## config.mk

```make
export PLATFORM = sky130hd
export DESIGN_NAME = exception_ctrl_flat
export DESIGN_NICKNAME = d
export VERILOG_FILES = /design/src/rtl/exception_ctrl_if.sv /design/src/rtl/exception_ctrl.sv /design/src/flat_wrapper.sv
export SDC_FILE = /design/constraint.sdc
export NUM_CORES = 1
export LEC_CHECK = 0
export ABC_AREA = 1
export BUFFER_PORTS_ARGS = -buffer_cell sky130_fd_sc_hd__buf_4
export CORE_AREA = 4 4 126 128
export CTS_CLUSTER_SIZE = 40
export DETAILED_ROUTE_END_ITERATION = 10
export DIE_AREA = 0 0 130 132
export PLACE_DENSITY = 0.79
export RECOVER_POWER = 100
export SYNTH_ARGS = -nofsm -noshare
export SYNTH_HDL_FRONTEND = slang
export SYNTH_SLANG_ARGS = --single-unit
```

## constraint.sdc

```tcl
create_clock -name clk -period 1.6 [get_ports clk]
set_input_delay 0.08 -clock clk [delete_from_list [all_inputs] [get_ports clk]]
set_output_delay 0.08 -clock clk [all_outputs]
set_load 0.01 [all_outputs]
```

## src/rtl/exception_ctrl_if.sv

```systemverilog
// rtl/exception_ctrl_if.sv - MEM-stage event inputs and CP0 write-port outputs of exception_ctrl
interface exception_ctrl_if #(parameter int WIDTH = 32);
  logic             exc_valid;
  logic [WIDTH-1:0] exc_pc;
  logic             exc_in_delay_slot;
  logic [6:0]       exc_flags;
  logic [WIDTH-1:0] exc_data_addr;
  logic             eret;
  logic [5:0]       hw_int;
  logic [WIDTH-1:0] status_in;
  logic [WIDTH-1:0] cause_in;
  logic [WIDTH-1:0] epc_in;
  logic [WIDTH-1:0] cp0_we;
  logic [WIDTH-1:0] cp0_epc;
  logic [WIDTH-1:0] cp0_badaddr;
  logic [4:0]       cp0_exc_code;
  logic             cp0_branch_delay;
  logic [5:0]       cp0_hw_int;
  logic [7:0]       cp0_int_enable;
  logic             cp0_exl;
  logic             cp0_ie;
  logic             flush;
  logic             redirect_valid;
  logic [WIDTH-1:0] redirect_pc;
  logic             busy;

  modport master (
    output exc_valid, exc_pc, exc_in_delay_slot, exc_flags, exc_data_addr, eret,
           hw_int, status_in, cause_in, epc_in,
    input  cp0_we, cp0_epc, cp0_badaddr, cp0_exc_code, cp0_branch_delay, cp0_hw_int,
           cp0_int_enable, cp0_exl, cp0_ie, flush, redirect_valid, redirect_pc, busy
  );

  modport slave (
    input  exc_valid, exc_pc, exc_in_delay_slot, exc_flags, exc_data_addr, eret,
           hw_int, status_in, cause_in, epc_in,
    output cp0_we, cp0_epc, cp0_badaddr, cp0_exc_code, cp0_branch_delay, cp0_hw_int,
           cp0_int_enable, cp0_exl, cp0_ie, flush, redirect_valid, redirect_pc, busy
  );
endinterface

```

## src/rtl/exception_ctrl.sv

```systemverilog
// rtl/exception_ctrl.sv - precise-exception controller: picks one MEM-stage event by priority,
// writes CP0, flushes the pipeline and redirects fetch.
module exception_ctrl #(
  parameter int               WIDTH      = 32,
  parameter logic [WIDTH-1:0] EXC_VECTOR = WIDTH'(32'hBFC00380)
) (
  input logic             clk,
  input logic             rst,
  exception_ctrl_if.slave bus
);
  typedef enum logic [1:0] {IDLE, COMMIT, REDIRECT, ERET_REDIRECT} state_t;

  localparam logic [WIDTH-1:0] WE_EXC  = WIDTH'(32'h0000_7000);
  localparam logic [WIDTH-1:0] WE_ADDR = WIDTH'(32'h0000_0100);
  localparam logic [WIDTH-1:0] WE_ERET = WIDTH'(32'h0000_1000);

  state_t           state;
  logic [5:0]       int_meta;
  logic [5:0]       int_sync;
  logic             int_req;
  logic             sel_take;
  logic [4:0]       sel_code;
  logic [WIDTH-1:0] sel_bad;

  logic [WIDTH-1:0] we_q;
  logic [WIDTH-1:0] epc_q;
  logic [WIDTH-1:0] bad_q;
  logic [4:0]       code_q;
  logic             bd_q;
  logic             exl_q;
  logic             flush_q;
  logic             redir_q;
  logic [WIDTH-1:0] redir_pc_q;

  // EXL (status_in[1]) masks interrupts, so nothing nests on top of a taken exception
  assign int_req = bus.status_in[0] & ~bus.status_in[1] &
                   (|({int_sync, bus.cause_in[9:8]} & bus.status_in[15:8]));

  always_comb begin
    sel_take = 1'b1;
    sel_code = 5'd0;
    sel_bad  = '0;
    if (int_req)                sel_code = 5'd0;
    else if (bus.exc_flags[0])  begin sel_code = 5'd4;  sel_bad = bus.exc_pc;        end
    else if (bus.exc_flags[1])  sel_code = 5'd10;
    else if (bus.exc_flags[2])  sel_code = 5'd12;
    else if (bus.exc_flags[3])  sel_code = 5'd8;
    else if (bus.exc_flags[4])  sel_code = 5'd9;
    else if (bus.exc_flags[5])  begin sel_code = 5'd4;  sel_bad = bus.exc_data_addr; end
    else if (bus.exc_flags[6])  begin sel_code = 5'd5;  sel_bad = bus.exc_data_addr; end
    else                        sel_take = 1'b0;
  end

  always_ff @(posedge clk) begin
    if (rst) begin
      int_meta <= '0;
      int_sync <= '0;
    end else begin
      int_meta <= bus.hw_int;
      int_sync <= int_meta;
    end
  end

  always_ff @(posedge clk) begin
    if (rst) begin
      state      <= IDLE;
      we_q       <= '0;
      epc_q      <= '0;
      bad_q      <= '0;
      code_q     <= '0;
      bd_q       <= 1'b0;
      exl_q      <= 1'b0;
      flush_q    <= 1'b0;
      redir_q    <= 1'b0;
      redir_pc_q <= '0;
    end else begin
      case (state)
        IDLE: begin
          if (bus.exc_valid && sel_take) begin
            state   <= COMMIT;
            we_q    <= (sel_code == 5'd4 || sel_code == 5'd5) ? (WE_EXC | WE_ADDR) : WE_EXC;
            epc_q   <= bus.exc_in_delay_slot ? bus.exc_pc - WIDTH'(4) : bus.exc_pc;
            bad_q   <= sel_bad;
            code_q  <= sel_code;
            bd_q    <= bus.exc_in_delay_slot;
            exl_q   <= 1'b1;
            flush_q <= 1'b1;
          end else if (bus.exc_valid && bus.eret) begin
            state      <= ERET_REDIRECT;
            we_q       <= WE_ERET;
            exl_q      <= 1'b0;
            flush_q    <= 1'b1;
            redir_q    <= 1'b1;
            redir_pc_q <= bus.epc_in;
          end
        end
        COMMIT: begin
          state      <= REDIRECT;
          we_q       <= '0;
          exl_q      <= 1'b0;
          flush_q    <= 1'b1;
          redir_q    <= 1'b1;
          redir_pc_q <= EXC_VECTOR;
        end
        default: begin
          state      <= IDLE;
          we_q       <= '0;
          exl_q      <= 1'b0;
          flush_q    <= 1'b0;
          redir_q    <= 1'b0;
          redir_pc_q <= '0;
        end
      endcase
    end
  end

  // Status copies track status_in live during the two write states
  assign bus.cp0_ie           = (state == COMMIT || state == ERET_REDIRECT) ? bus.status_in[0] : 1'b0;
  assign bus.cp0_int_enable   = (state == COMMIT || state == ERET_REDIRECT) ? bus.status_in[15:8] : 8'h00;
  assign bus.cp0_we           = we_q;
  assign bus.cp0_epc          = epc_q;
  assign bus.cp0_badaddr      = bad_q;
  assign bus.cp0_exc_code     = code_q;
  assign bus.cp0_branch_delay = bd_q;
  assign bus.cp0_hw_int       = int_sync;
  assign bus.cp0_exl          = exl_q;
  assign bus.flush            = flush_q;
  assign bus.redirect_valid   = redir_q;
  assign bus.redirect_pc      = redir_pc_q;
  assign bus.busy             = (state != IDLE);
endmodule

```

## src/flat_wrapper.sv

```systemverilog
// flat-port wrapper written by rule: the top's interface ports become plain ports
module exception_ctrl_flat 
#(
  parameter int               WIDTH      = 32,
  parameter logic [WIDTH-1:0] EXC_VECTOR = WIDTH'(32'hBFC00380)
)
  (clk, rst, bus_exc_valid, bus_exc_pc, bus_exc_in_delay_slot, bus_exc_flags, bus_exc_data_addr, bus_eret, bus_hw_int, bus_status_in, bus_cause_in, bus_epc_in, bus_cp0_we, bus_cp0_epc, bus_cp0_badaddr, bus_cp0_exc_code, bus_cp0_branch_delay, bus_cp0_hw_int, bus_cp0_int_enable, bus_cp0_exl, bus_cp0_ie, bus_flush, bus_redirect_valid, bus_redirect_pc, bus_busy);
  exception_ctrl_if #(.WIDTH(WIDTH)) bus_i ();
  input logic clk;
  input logic rst;
  input wire logic [$bits(bus_i.exc_valid)-1:0] bus_exc_valid;
  input wire logic [$bits(bus_i.exc_pc)-1:0] bus_exc_pc;
  input wire logic [$bits(bus_i.exc_in_delay_slot)-1:0] bus_exc_in_delay_slot;
  input wire logic [$bits(bus_i.exc_flags)-1:0] bus_exc_flags;
  input wire logic [$bits(bus_i.exc_data_addr)-1:0] bus_exc_data_addr;
  input wire logic [$bits(bus_i.eret)-1:0] bus_eret;
  input wire logic [$bits(bus_i.hw_int)-1:0] bus_hw_int;
  input wire logic [$bits(bus_i.status_in)-1:0] bus_status_in;
  input wire logic [$bits(bus_i.cause_in)-1:0] bus_cause_in;
  input wire logic [$bits(bus_i.epc_in)-1:0] bus_epc_in;
  output wire logic [$bits(bus_i.cp0_we)-1:0] bus_cp0_we;
  output wire logic [$bits(bus_i.cp0_epc)-1:0] bus_cp0_epc;
  output wire logic [$bits(bus_i.cp0_badaddr)-1:0] bus_cp0_badaddr;
  output wire logic [$bits(bus_i.cp0_exc_code)-1:0] bus_cp0_exc_code;
  output wire logic [$bits(bus_i.cp0_branch_delay)-1:0] bus_cp0_branch_delay;
  output wire logic [$bits(bus_i.cp0_hw_int)-1:0] bus_cp0_hw_int;
  output wire logic [$bits(bus_i.cp0_int_enable)-1:0] bus_cp0_int_enable;
  output wire logic [$bits(bus_i.cp0_exl)-1:0] bus_cp0_exl;
  output wire logic [$bits(bus_i.cp0_ie)-1:0] bus_cp0_ie;
  output wire logic [$bits(bus_i.flush)-1:0] bus_flush;
  output wire logic [$bits(bus_i.redirect_valid)-1:0] bus_redirect_valid;
  output wire logic [$bits(bus_i.redirect_pc)-1:0] bus_redirect_pc;
  output wire logic [$bits(bus_i.busy)-1:0] bus_busy;
  assign bus_i.exc_valid = bus_exc_valid;
  assign bus_i.exc_pc = bus_exc_pc;
  assign bus_i.exc_in_delay_slot = bus_exc_in_delay_slot;
  assign bus_i.exc_flags = bus_exc_flags;
  assign bus_i.exc_data_addr = bus_exc_data_addr;
  assign bus_i.eret = bus_eret;
  assign bus_i.hw_int = bus_hw_int;
  assign bus_i.status_in = bus_status_in;
  assign bus_i.cause_in = bus_cause_in;
  assign bus_i.epc_in = bus_epc_in;
  assign bus_cp0_we = bus_i.cp0_we;
  assign bus_cp0_epc = bus_i.cp0_epc;
  assign bus_cp0_badaddr = bus_i.cp0_badaddr;
  assign bus_cp0_exc_code = bus_i.cp0_exc_code;
  assign bus_cp0_branch_delay = bus_i.cp0_branch_delay;
  assign bus_cp0_hw_int = bus_i.cp0_hw_int;
  assign bus_cp0_int_enable = bus_i.cp0_int_enable;
  assign bus_cp0_exl = bus_i.cp0_exl;
  assign bus_cp0_ie = bus_i.cp0_ie;
  assign bus_flush = bus_i.flush;
  assign bus_redirect_valid = bus_i.redirect_valid;
  assign bus_redirect_pc = bus_i.redirect_pc;
  assign bus_busy = bus_i.busy;
  exception_ctrl #(.WIDTH(WIDTH), .EXC_VECTOR(EXC_VECTOR)) u_core (.clk(clk), .rst(rst), .bus(bus_i));
endmodule
```

# ---- Yosys cells after proc, flatten, opt, wreduce, memory -nomap -nowiden
# Cells that the tools add are included.
dict set report totals {
  reg_bits 151
  output_inout_bits 153
  wordCells 79
}
dict set report op_classes {
  add_sub_neg 1
  eq_ne 7
  muxes 43
  bitwise_logic 5
  n_reduce_logical 11
}
# operator count
set op_table {}
lappend op_table {{$mux 32} 13}
lappend op_table {{$pmux 32 s2} 1}
lappend op_table {{$mux 5} 7}
lappend op_table {{$sub 32x3->32 const B} 1}
lappend op_table {{$mux 1} 14}
lappend op_table {{$eq 5x3->1 const B} 2}
lappend op_table {{$mux 9} 1}
lappend op_table {{$and 8x8->8} 1}
lappend op_table {{$mux 8} 1}
lappend op_table {{$reduce_or 8->1} 1}
lappend op_table {{$mux 2} 2}
lappend op_table {{$pmux 1 s2} 2}
lappend op_table {{$pmux 2 s2} 1}
lappend op_table {{$reduce_and 2->1} 2}
lappend op_table {{$reduce_bool 2->1} 2}
lappend op_table {{$mux 3} 1}
lappend op_table {{$ne 3x1->1 const B} 1}
lappend op_table {{$and 1x1->1} 2}
lappend op_table {{$eq 2x1->1 const B} 1}
lappend op_table {{$eq 2x2->1 const B} 1}
lappend op_table {{$logic_and 1x1->1} 2}
lappend op_table {{$logic_not 2->1} 1}
lappend op_table {{$logic_or 1x1->1} 2}
lappend op_table {{$ne 2x1->1 const B} 1}
lappend op_table {{other kinds (3)} 4}

# ---- Depth between registers and ports, before layout
dict set report depth {
  word_depth 12
  ltp_mapped 12
}

# ---- Worst setup path after synthesis
# No wires, ideal clock.
dict set report synth_path {
  path_type {reg2reg}
  start {register u_core.int_sync[4] (netlist: u_core.bus.cp0_hw_int[4])}
  end {register u_core.redir_pc_q[31] (netlist: u_core.bus.redirect_pc[31])}
  arrival_ns 1.351
  required_time_ns 1.468
  setup_slack_ns 0.117
  stages_incl_launch_ff 13
  n_path_buf 2
  synth_period_minus_slack_ns 1.483
  cell_sequence {dfxtp_1 > nand2_1 > nand2_1 > nor2_1 > nand2_1 > nand2_1 > buf_2 > nand3_1 > nand2_2 > inv_2 > buf_2 > nand2_1 > a21oi_1}
}
dict set report synth_between {
  elab_chain_cells 7
}
# element line_no
set synth_lines {}
lappend synth_lines {{start, declared} exception_ctrl.sv:19} ;# logic [5:0] int_sync;
lappend synth_lines {{start signal, assigned} exception_ctrl.sv:60} ;# int_sync <= int_meta;
lappend synth_lines {{$and 8x8->8} exception_ctrl.sv:37} ;# (|({int_sync, bus.cause_in[9:8]} & bus.status_in[15:8]));
lappend synth_lines {{$reduce_or 8->1} exception_ctrl.sv:37}
lappend synth_lines {{$and 1x1->1} exception_ctrl.sv:36} ;# assign int_req = bus.status_in[0] & ~bus.status_in[1] &
lappend synth_lines {{$mux 1} exception_ctrl.sv:43} ;# if (int_req) sel_code = 5'd0;
lappend synth_lines {{$logic_and 1x1->1} exception_ctrl.sv:79} ;# if (bus.exc_valid && sel_take) begin
lappend synth_lines {{$ne 2x2->1 (no source line)} --}
lappend synth_lines {{$reduce_and 2->1 (no source line)} --}
lappend synth_lines {{end signal, assigned} exception_ctrl.sv:94} ;# redir_pc_q <= bus.epc_in;
lappend synth_lines {{end, declared} exception_ctrl.sv:33} ;# logic [WIDTH-1:0] redir_pc_q;
# Every way passes these cells.
# A chain may end at the register's enable or synchronous reset.

# ---- Worst setup path after layout
dict set report layout_path {
  start {register u_core.int_sync[1] (netlist: u_core.bus.cp0_hw_int[1])}
  end {register u_core.redir_pc_q[29] (netlist: u_core.bus.redirect_pc[29])}
}
# The elaborated chain is that of the path after synthesis.

==> qor.csv <==
metric,value,unit
status,finished clean,
start_kind,flop,
layout_setup_ws,58.66,ps
grtUsageMet3,7.050,%
yosys_register_bits,120,
drt_iter0_drc,443,
synth.yosys.warnings,0,
post_drt_wl_per_cell,15.37,um
cts_inserted_buffers,17,
nNetsFinal,1463,
syn_area,6292,sq um
dr.pass1.iters,6,
worst_clock_skew,8.706,ps
drv_cap,0,
multi_input_area,3174,sq um
ant_nets,0,
cp-end-kind,flop,
coreArea,14860,sq um
clock_latency,420,ps
place.gp.congestion,0.9583,
peakVddDrop,0.0007381,V
io_buffer_count,249,
gr-total-overflow,0,
syn_inst,981,
grt_start_max_net_pins,50,
grt_pass1_vias,6684,
fin_crit_sh,96.33,%
worst_ep_required_time,1950,ps
p_leak,4.786,nW
clk_path_buf_depth,2,
fill_cells,1291,
drc,0,
final_common_cell,buf_4,
io_pins,331,
tightestPinTransition,707.2,ps
cp.arrival,1890,ps
dr_total_vias,7338,
hold_viol,0,
drive_gt1_share,27.55,%
async_flop_share,0,%
wirelength,22810,um
crit_fanout,6,
cts_root_buffer,clkbuf_16,
ff_latch_area,2407,sq um
cts.sinks,120,
power_density,956.5,nW/um^2
syn-mean-instance-area,6.414,sq um
grtUsageTotal,24.69,%
slew_headroom,52.80,%
fp.dieW,130,um
fin_cells,1484,
ys_seq_area_share,38.18,%
slew_viol_final,0,
htree_num_levels,4,
rsz0062_at_grt,yes,
antenna_found_initial,0,
final_cell_mix,"buf_4, nand2_1, inv_1",
grtUsageMet1,29.95,%
num_rows,45,
min_period,1541,ps
place_inst,1409,
setup_viol,0,
grtUsageMet2,41.23,%
ys.flop_type,dfxtp_1,
cts_tree,built,
initial_core_util,42.33,%
synth-edff-count,0,
antenna_cells,0,
die_h,132,um
synth_cell_types,29,
place_hpwl,16740,um
syn_to_final_growth,52.32,%
place_ws,-63.71,ps
top_usage_layer,met2,
worst-setup-path-type,reg2reg,
design.die.area,17160,sq um
vias_per_cell,4.945,
hp-class,in2reg,
grt_pass1_wl,33720,um
fmax,648.8,MHz
clk_pin_slew,60,ps
final_core_util,64.48,%
finalPower,9.167,mW
## metrics by stage
| step | hold slack (ps) | TNS, ps | instance area [sq um] |
|---|---|---|---|
| floorplan | 187.0 | 0 | 6397 |
| global placement | 281.5 | -94.55 | 8417 |
| detailed placement | 289.2 | -160.8 | 8417 |
| CTS | 1.769 | -240.3 | 9344 |
| global route | 24.37 | -489.7 | 9584 |
| finish | 18.52 | 0 | 9584 |
## layer usage
| layer | vias to the layer above | wire, um | part of all wire [%] |
|---|---|---|---|
| met2 | 295 | 11110 | 49 |
| met3 | 38 | 1987 | 8.7 |
| met1 | 3365 | 9088 | 40 |
| met4 | 0 | 626 | 2.7 |
| met5 | - | 0 | 0 |
| li1 | 3640 | - | - |
## cells in the mapped netlist, types with 2 or more instances
library cell  count  area share, %
a21oi_1          80            6.4
buf_1             6           0.36
buf_2            10           0.80
buf_4            36            4.3
buf_6             4           0.72
clkbuf_1         26            1.6
dfxtp_1         120             38
inv_1           122            7.3
inv_2             3           0.18
nand2_1         270             16
nand2_2           2           0.20
nand3_1          48            3.8
nand4_1          21            2.1
nor2_1          122            7.3
nor2_4            3           0.54
nor3_1            5           0.40
o21a_1           12            1.4
o21ai_0          56            4.5
o22ai_1          19            1.9
xor2_1            7           0.97
## path summary, 6_finish.rpt
path                                                           from                                 endpoint  slack, ps  cells past startpoint
worst max-delay path            u_core.bus.cp0_hw_int[1]$_SDFF_PP0_  u_core.bus.redirect_pc[29]$_SDFFE_PP0P_         60                     11
worst min-delay path                                  bus_exc_pc[5]       u_core.bus.cp0_epc[5]$_SDFFE_PP0P_         20                      4
worst max register to register  u_core.bus.cp0_hw_int[1]$_SDFF_PP0_  u_core.bus.redirect_pc[29]$_SDFFE_PP0P_         60                     11
worst min register to register        u_core.int_meta[4]$_SDFF_PP0_      u_core.bus.cp0_hw_int[4]$_SDFF_PP0_        390                      2
## final cells by class
class	instances	area share [%]
inverters	125	5.026
well taps	188	2.454
clock inverters	14	1.345
multi-input cells	682	33.12
flip-flops and latches	120	25.12
clock buffers	17	4.439
repair buffers	338	28.50
## power by group
group	internal, mW	switching (mW)
registers	3.24	0.132
logic	1.02	1.19
clock network	2.13	1.45
total	6.40	2.77
## sequential cells by signal, summed over array words and instances (netlist names)
signal / flops
u_core.bus.cp0_epc: 32
u_core.bus.redirect_valid: 1
u_core.bus.cp0_we: 3
u_core.int_meta: 6
u_core.bus.cp0_exc_code: 4
u_core.bus.cp0_badaddr: 32
u_core.state: 2
u_core.bus.cp0_hw_int: 6
u_core.bus.redirect_pc: 32
u_core.bus.flush: 1
u_core.bus.cp0_branch_delay: 1
## cell families (layout without fill, tap and decap cells)
kind of cell,after synthesis,in the layout,share of synthesized area [%]
AOI/OAI and AO/OA,169,169,14.38
buffers and inverters,207,494,15.17
DFF,120,120,38.18
other,1,29,0.05960
and+or+nand+nor,475,475,30.90
adders and majority gates,1,1,0.1988
xor gates and xnor gates,8,8,1.114
## critical path: stages, from the launching register on
cell,delay [ps]
dfxtp_2,330
nand2_1,60
nand2_1,50
nor2_2,90
nand2_1,60
nand2_2,120
buf_4,140
nand3_4,100
nand2_8,140
clkbuf_16,160
nand2_1,60
a21oi_1,150
## what timing repair did
item,in CTS,in global routing
hold endpoints to repair,36,2
setup endpoints to repair,28,103
cloned,0,4
hold buffers,36,2
setup buffers,0,2
pin swaps,0,6
gates resized for setup,3,69
Power figures use the tool's default switching activity.
